--- src/rtl/spi_data_gen_if.sv ---
`timescale 1ns/1ps
// Word handshake between the stimulus generator and the SPI transmitter's
// parallel data input: valid/data from the generator, ready from the transmitter.
interface spi_data_gen_if #(
    parameter int unsigned P_DATA_WIDTH = 8
);
    logic                    valid;
    logic                    ready;
    logic [P_DATA_WIDTH-1:0] data;

    modport master (output valid, output data, input ready);
    modport slave  (input valid, input data, output ready);
endinterface

--- src/rtl/spi_data_gen.sv ---
`timescale 1ns/1ps
// Burst stimulus generator for the SPI transmitter: counter, LFSR, walking-one
// or constant words over valid/ready, with fixed-length or stop-terminated bursts.
module spi_data_gen #(
    parameter int unsigned P_DATA_WIDTH  = 8,
    parameter int unsigned P_BURST_WIDTH = 8,
    parameter int unsigned P_LFSR_SEED   = 1
) (
    input  logic                     clk_100,
    input  logic                     a_rst_n,
    input  logic                     s_rst,
    input  logic [1:0]               mode,
    input  logic [P_DATA_WIDTH-1:0]  pattern,
    input  logic [P_BURST_WIDTH-1:0] burst_len,
    input  logic                     start_send,
    input  logic                     stop,
    input  logic                     next_count,
    output logic                     busy,
    output logic                     done,
    output logic [P_BURST_WIDTH-1:0] sent_cnt,
    spi_data_gen_if.master           tx
);
    localparam int unsigned W = P_DATA_WIDTH;
    localparam logic [W-1:0] SEED_RAW = W'(P_LFSR_SEED);
    // An all-zero LFSR would lock up, so a zero seed is promoted to 1.
    localparam logic [W-1:0] SEED = (SEED_RAW == '0) ? W'(1) : SEED_RAW;

    localparam logic [1:0] M_CNT   = 2'd0;
    localparam logic [1:0] M_LFSR  = 2'd1;
    localparam logic [1:0] M_WALK  = 2'd2;
    localparam logic [1:0] M_CONST = 2'd3;

    typedef enum logic [1:0] {S_IDLE, S_SEND, S_DONE} state_t;

    state_t                   state_reg, state_next;
    logic [1:0]               mode_reg, mode_next;
    logic [W-1:0]             pattern_reg, pattern_next;
    logic [P_BURST_WIDTH-1:0] burst_len_reg, burst_len_next;
    logic [P_BURST_WIDTH-1:0] sent_cnt_reg, sent_cnt_next;
    logic [W-1:0]             data_reg, data_next;
    logic                     stop_reg, stop_next;
    logic [W-1:0]             cnt_reg, cnt_next;
    logic [W-1:0]             lfsr_reg, lfsr_next;
    logic [W-1:0]             walk_reg, walk_next;

    logic                     send_valid;
    logic                     hs;
    logic                     last_word;
    logic                     adv_en;
    logic                     lfsr_fb;
    logic [W-1:0]             cnt_step, lfsr_step, walk_step;
    logic [W-1:0]             step_data, start_data;
    logic [P_BURST_WIDTH-1:0] sent_inc;

    generate
        if (W == 8) begin : g_lfsr8
            assign lfsr_fb = lfsr_reg[7] ^ lfsr_reg[5] ^ lfsr_reg[4] ^ lfsr_reg[3];
        end else if (W == 16) begin : g_lfsr16
            assign lfsr_fb = lfsr_reg[15] ^ lfsr_reg[14] ^ lfsr_reg[12] ^ lfsr_reg[3];
        end else if (W == 32) begin : g_lfsr32
            assign lfsr_fb = lfsr_reg[31] ^ lfsr_reg[21] ^ lfsr_reg[1] ^ lfsr_reg[0];
        end else begin : g_lfsr_bad
            $error("spi_data_gen: LFSR pattern supports P_DATA_WIDTH of 8, 16 or 32 only");
            assign lfsr_fb = 1'b0;
        end
    endgenerate

    genvar gi;
    generate
        for (gi = 0; gi < W; gi++) begin : g_walk
            assign walk_step[gi] = walk_reg[(gi + W - 1) % W];
        end
    endgenerate

    assign cnt_step  = cnt_reg + 1'b1;
    assign lfsr_step = {lfsr_reg[W-2:0], lfsr_fb};
    assign sent_inc  = sent_cnt_reg + 1'b1;

    assign hs        = send_valid && tx.ready;
    assign last_word = ((burst_len_reg != '0) && (sent_inc == burst_len_reg)) || stop || stop_reg;
    // start_send outranks next_count, so an IDLE step only happens without a start.
    assign adv_en    = ((state_reg == S_IDLE) && !start_send && next_count) ||
                       ((state_reg == S_SEND) && hs);

    always_comb begin
        step_data = pattern_reg;
        case (mode_reg)
            M_CNT:   step_data = cnt_step;
            M_LFSR:  step_data = lfsr_step;
            M_WALK:  step_data = walk_step;
            default: step_data = pattern_reg;
        endcase
    end

    always_comb begin
        start_data = pattern;
        case (mode)
            M_CNT:   start_data = cnt_reg;
            M_LFSR:  start_data = lfsr_reg;
            M_WALK:  start_data = walk_reg;
            default: start_data = pattern;
        endcase
    end

    // FSM: state register
    always_ff @(posedge clk_100 or negedge a_rst_n) begin
        if (!a_rst_n) begin
            state_reg <= S_IDLE;
        end else begin
            state_reg <= state_next;
        end
    end

    // FSM: next state
    always_comb begin
        state_next = state_reg;
        case (state_reg)
            S_IDLE:  if (start_send) state_next = S_SEND;
            S_SEND:  if (hs && last_word) state_next = S_DONE;
            S_DONE:  state_next = S_IDLE;
            default: state_next = S_IDLE;
        endcase
        if (s_rst) state_next = S_IDLE;
    end

    // FSM: outputs
    always_comb begin
        send_valid = (state_reg == S_SEND);
        busy       = (state_reg == S_SEND);
        done       = (state_reg == S_DONE);
    end

    always_comb begin
        mode_next      = mode_reg;
        pattern_next   = pattern_reg;
        burst_len_next = burst_len_reg;
        sent_cnt_next  = sent_cnt_reg;
        data_next      = data_reg;
        stop_next      = stop_reg;
        cnt_next       = cnt_reg;
        lfsr_next      = lfsr_reg;
        walk_next      = walk_reg;

        if (adv_en) begin
            case (mode_reg)
                M_CNT:   cnt_next  = cnt_step;
                M_LFSR:  lfsr_next = lfsr_step;
                M_WALK:  walk_next = walk_step;
                default: ;
            endcase
        end

        case (state_reg)
            S_IDLE: begin
                if (start_send) begin
                    mode_next      = mode;
                    pattern_next   = pattern;
                    burst_len_next = burst_len;
                    sent_cnt_next  = '0;
                    data_next      = start_data;
                end
            end
            S_SEND: begin
                if (hs) begin
                    sent_cnt_next = sent_inc;
                    // The final word stays on data after the burst ends.
                    if (!last_word) data_next = step_data;
                end else if (stop) begin
                    stop_next = 1'b1;
                end
            end
            S_DONE:  stop_next = 1'b0;
            default: ;
        endcase

        if (s_rst) begin
            mode_next      = M_CNT;
            pattern_next   = '0;
            burst_len_next = '0;
            sent_cnt_next  = '0;
            data_next      = '0;
            stop_next      = 1'b0;
            cnt_next       = '0;
            lfsr_next      = SEED;
            walk_next      = W'(1);
        end
    end

    always_ff @(posedge clk_100 or negedge a_rst_n) begin
        if (!a_rst_n) begin
            mode_reg      <= M_CNT;
            pattern_reg   <= '0;
            burst_len_reg <= '0;
            sent_cnt_reg  <= '0;
            data_reg      <= '0;
            stop_reg      <= 1'b0;
            cnt_reg       <= '0;
            lfsr_reg      <= SEED;
            walk_reg      <= W'(1);
        end else begin
            mode_reg      <= mode_next;
            pattern_reg   <= pattern_next;
            burst_len_reg <= burst_len_next;
            sent_cnt_reg  <= sent_cnt_next;
            data_reg      <= data_next;
            stop_reg      <= stop_next;
            cnt_reg       <= cnt_next;
            lfsr_reg      <= lfsr_next;
            walk_reg      <= walk_next;
        end
    end

    assign tx.valid = send_valid;
    assign tx.data  = data_reg;
    assign sent_cnt = sent_cnt_reg;
endmodule

--- src/flat_wrapper.sv ---
// flat-port wrapper written by rule: the top's interface ports become plain ports
module spi_data_gen_flat 
#(
    parameter int unsigned P_DATA_WIDTH  = 8,
    parameter int unsigned P_BURST_WIDTH = 8,
    parameter int unsigned P_LFSR_SEED   = 1
)
  (clk_100, a_rst_n, s_rst, mode, pattern, burst_len, start_send, stop, next_count, busy, done, sent_cnt, tx_valid, tx_data, tx_ready);
  spi_data_gen_if #(.P_DATA_WIDTH(P_DATA_WIDTH)) tx_i ();
  input  logic clk_100;
  input  logic a_rst_n;
  input  logic s_rst;
  input  logic [1:0] mode;
  input  logic [P_DATA_WIDTH-1:0] pattern;
  input  logic [P_BURST_WIDTH-1:0] burst_len;
  input  logic start_send;
  input  logic stop;
  input  logic next_count;
  output logic busy;
  output logic done;
  output logic [P_BURST_WIDTH-1:0] sent_cnt;
  output wire logic [$bits(tx_i.valid)-1:0] tx_valid;
  output wire logic [$bits(tx_i.data)-1:0] tx_data;
  input wire logic [$bits(tx_i.ready)-1:0] tx_ready;
  assign tx_valid = tx_i.valid;
  assign tx_data = tx_i.data;
  assign tx_i.ready = tx_ready;
  spi_data_gen #(.P_DATA_WIDTH(P_DATA_WIDTH), .P_BURST_WIDTH(P_BURST_WIDTH), .P_LFSR_SEED(P_LFSR_SEED)) u_core (.clk_100(clk_100), .a_rst_n(a_rst_n), .s_rst(s_rst), .mode(mode), .pattern(pattern), .burst_len(burst_len), .start_send(start_send), .stop(stop), .next_count(next_count), .busy(busy), .done(done), .sent_cnt(sent_cnt), .tx(tx_i));
endmodule
--- config.mk ---
export PLATFORM = sky130hd
export DESIGN_NAME = spi_data_gen_flat
export DESIGN_NICKNAME = d
export VERILOG_FILES = /design/src/rtl/spi_data_gen_if.sv /design/src/rtl/spi_data_gen.sv /design/src/flat_wrapper.sv
export SDC_FILE = /design/constraint.sdc
export NUM_CORES = 1
export LEC_CHECK = 0
export ABC_CLOCK_PERIOD_IN_PS = 2600
export BUFFER_PORTS_ARGS = -buffer_cell sky130_fd_sc_hd__buf_2
export CAP_MARGIN = 20
export CORE_ASPECT_RATIO = 0.8
export CORE_MARGIN = 2
export CORE_UTILIZATION = 40
export CTS_CLUSTER_SIZE = 10
export DETAILED_ROUTE_END_ITERATION = 8
export SYNTH_ARGS = -nofsm -noshare
export SYNTH_HDL_FRONTEND = slang
export SYNTH_SLANG_ARGS = --single-unit
export TNS_END_PERCENT = 30
--- constraint.sdc ---
create_clock -name clk_100 -period 2.6 [get_ports clk_100]
set_input_delay 0.52 -clock clk_100 [delete_from_list [all_inputs] [get_ports clk_100]]
set_output_delay 0.52 -clock clk_100 [all_outputs]
set_load 0.005 [all_outputs]
==> metrics <==
area share of fa/ha/maj cells after synthesis 0.006826; synth top area cells dfrtp_1 (40%), mux4_2 (7.4%), nand2_1 (6.9%); CP endpoint kind flip-flop; RSZ-0062 raised after global routing false; Worst-path clk slew 0.05 ns; Setup TNS 0 ns; Worst Hold Class input pin to async pin; CTS resizes 0; number of synthesis warnings 0; Layout area overhead 15.19%; GR peak layer met1; initial antenna violation count 0; post-synthesis area per instance ~9.5 µm²; Simple-Gate Fraction of Synth Area 0.1768; WP data required 2.81 ns; Period minus WS final 2.438 ns; Overall Global Routing Usage 0.2022; # diodes 0; GRT overflow 0; ys async rst share 1.000; area leader, netlist dfrtp_1; count leader, synth nand2_1; CP max FO 8; setup repair bufs after CTS 0; CP Launch Type flip-flop; CTS tree done; CP peak stage delay ~0.41 ns; fin crit share 0.9378; xor and xnor fraction of the mapped netlist area 0.04061; post-route ant nets 0; global-route wire length before repair 15540 µm; footprint of the multi-input gates between 1500 and 2000 µm²; Synth Flop Type dfrtp_1; post-synthesis mux area share 0.1215; final wirelength between 9000 and 10000 µm; Die ar. around 10000 µm²; drt wl/cell between 15 and 20 µm; ratio of cells with drive above 1 in the final layout 0.2488; Initial Util 0.4074; Crit path arrival time between 2 and 3 ns; hold buffers post-CTS 0; Worst-Skew Late Latency around 0.33 ns; Crit-path slowest cell dfrtp_1; Slew HR 0.4699; Fin. Hold Viols 0; WS Path Type flip-flop to flip-flop; Clock Skew 0.004140 ns; register area roughly 1500 µm²; clk buf depth 2; status finished clean; vias per cell between 5 and 6; flops & latches, synth a little over 60; max-slew violations 0; FF-to-FF Start u_core.sent_cnt[1]; Unique masters post-synth 56; DRC violations left 0; io pins 44; Seq/Total Area, Yosys 0.4171; synth cell count leaders nand2_1 (67), dfrtp_1 (59), a21oi_1 (35); post-synthesis compound-gate area fraction 0.1857; fillers ~850; Nets around 450; CORE AREA approximately 9000 µm²; Syn Nets roughly 410; largest family of logic cells by synthesized area compound AO/OA/AOI/OAI gates; GR Layer Usage met1 0.3024; Post-Syn Area between 3000 and 4000 µm²; Pwr Total between 0.002 and 0.003 W; Die Span X ~110 µm; met2 usage 0.2917; Synth top area share 0.4027; Mapped Cells between 300 and 400; vias in the first global route around 2900; Power Dens Cells between 600 and 700 nW/µm²; CTS sink count 61; DR iter-0 viols 293; Peak VDD IR 0.3415 mV; largest net degree at the start of global routing between 60 and 70; Max Cap Viol 0; DR vias about 3000; final setup violation count 0; number of flops mapped to enable cells by yosys 0; Worst-Margin Slew slightly below 0.8 ns; HPWL Detailed around 6700 µm; Leakage Power approximately 1.9 nW; clock root cell clkbuf_16; Setup crit start u_core.sent_cnt[1]; I/O Buffers 43; Max Freq between 400 and 500 MHz; GPL Wtd Cong between 0.8 and 0.9; total CTS buffers 9; site row count 31; Die H roughly 90 µm; DRT Pass-1 Iters 5; worst path cell trace ha_1, or3b_1, a211oi_2, nor3_1, o31ai_4, a31oi_4, mux2_4; H-tree Lvls 3; M3 GR Usage 0.06107
[placed cells by master, fill, tap and decap left out, types with 8 or more instances in the layout]
cell type,instances
a21oi_1,35
a22oi_1,17
buf_2,43
buf_4,12
clkbuf_16,9
dfrtp_1,59
mux2_4,8
mux4_2,12
nand2_1,67
nor2_1,17
nor3_1,14
o21ai_0,30
xnor2_1,9
xor2_1,8
[cell families (layout without fill, tap and decap cells)]
group,Yosys count,after routing
XOR/XNOR,17,17
AO/OA/AOI/OAI,107,107
adder cells (fa/ha/maj),2,2
buffers and inverters,36,77
flip-flops,61,61
multiplexers,25,25
AND/OR/NAND/NOR,137,137
[area by class of cell]
class                   instances  area share
clock buffers                  14     0.06252
clock inverters                 2    0.002370
inverters                       6    0.005333
multi-input cells             288      0.4613
flip-flops and latches         61      0.3621
well taps                     115     0.03407
repair buffers                 55     0.07230
[critical path: cells and delay by family (launching register included)]
kind / cells / cell delay (ns)
AO/OA/AOI/OAI: 3 / 0.75
flip-flops: 1 / 0.41
multiplexers: 1 / 0.36
adder cells (fa/ha/maj): 1 / 0.31
AND/OR/NAND/NOR: 2 / 0.49
[routing by layer]
layer,vias to the layer above,share of wire
li1,1456,-
met1,1495,0.50
met2,84,0.43
met3,4,0.066
met4,0,0.0064
met5,-,0
[metrics by stage]
stage	cells	hold WS, ns	instance area (µm²)	setup WS [ns]	utilization
final	541	0.3618	4223	0.1616	0.4693
after global routing	541	0.4304	4223	0.01281	0.4693
after CTS	541	0.4000	4223	0.1634	0.4693
after detailed placement	525	0.5015	3949	0.1851	0.4388
after global placement	525	0.4961	3949	0.2484	0.4388
after floorplan	385	0.2244	3666	0.2752	-
[path summary, 6_finish.rpt]
path	to	slack (ns)	depth (start not counted)
min in group clk_100	u_core.burst_len_reg[4]	0.42	3
setup / recovery	u_core.tx.data[2]	0.16	7
hold reg to reg	u_core.tx.data[5]	0.50	1
max in group asynchronous	u_core.lfsr_reg[7]	1.71	2
setup reg to reg	u_core.tx.data[2]	0.16	7
hold / removal	u_core.sent_cnt[3]	0.36	2
[where the power goes]
| part | total (W) | leakage (nW) | switching [W] | internal (W) |
|---|---|---|---|---|
| logic | 0.000414 | 0.906 | 0.000226 | 0.000189 |
| registers | 0.00109 | 0.826 | 0.0000768 | 0.00101 |
| clock network | 0.00110 | 0.137 | 0.000402 | 0.000694 |
| total | 0.00260 | 1.87 | 0.000704 | 0.00190 |
Power figures use the tool's default switching activity.
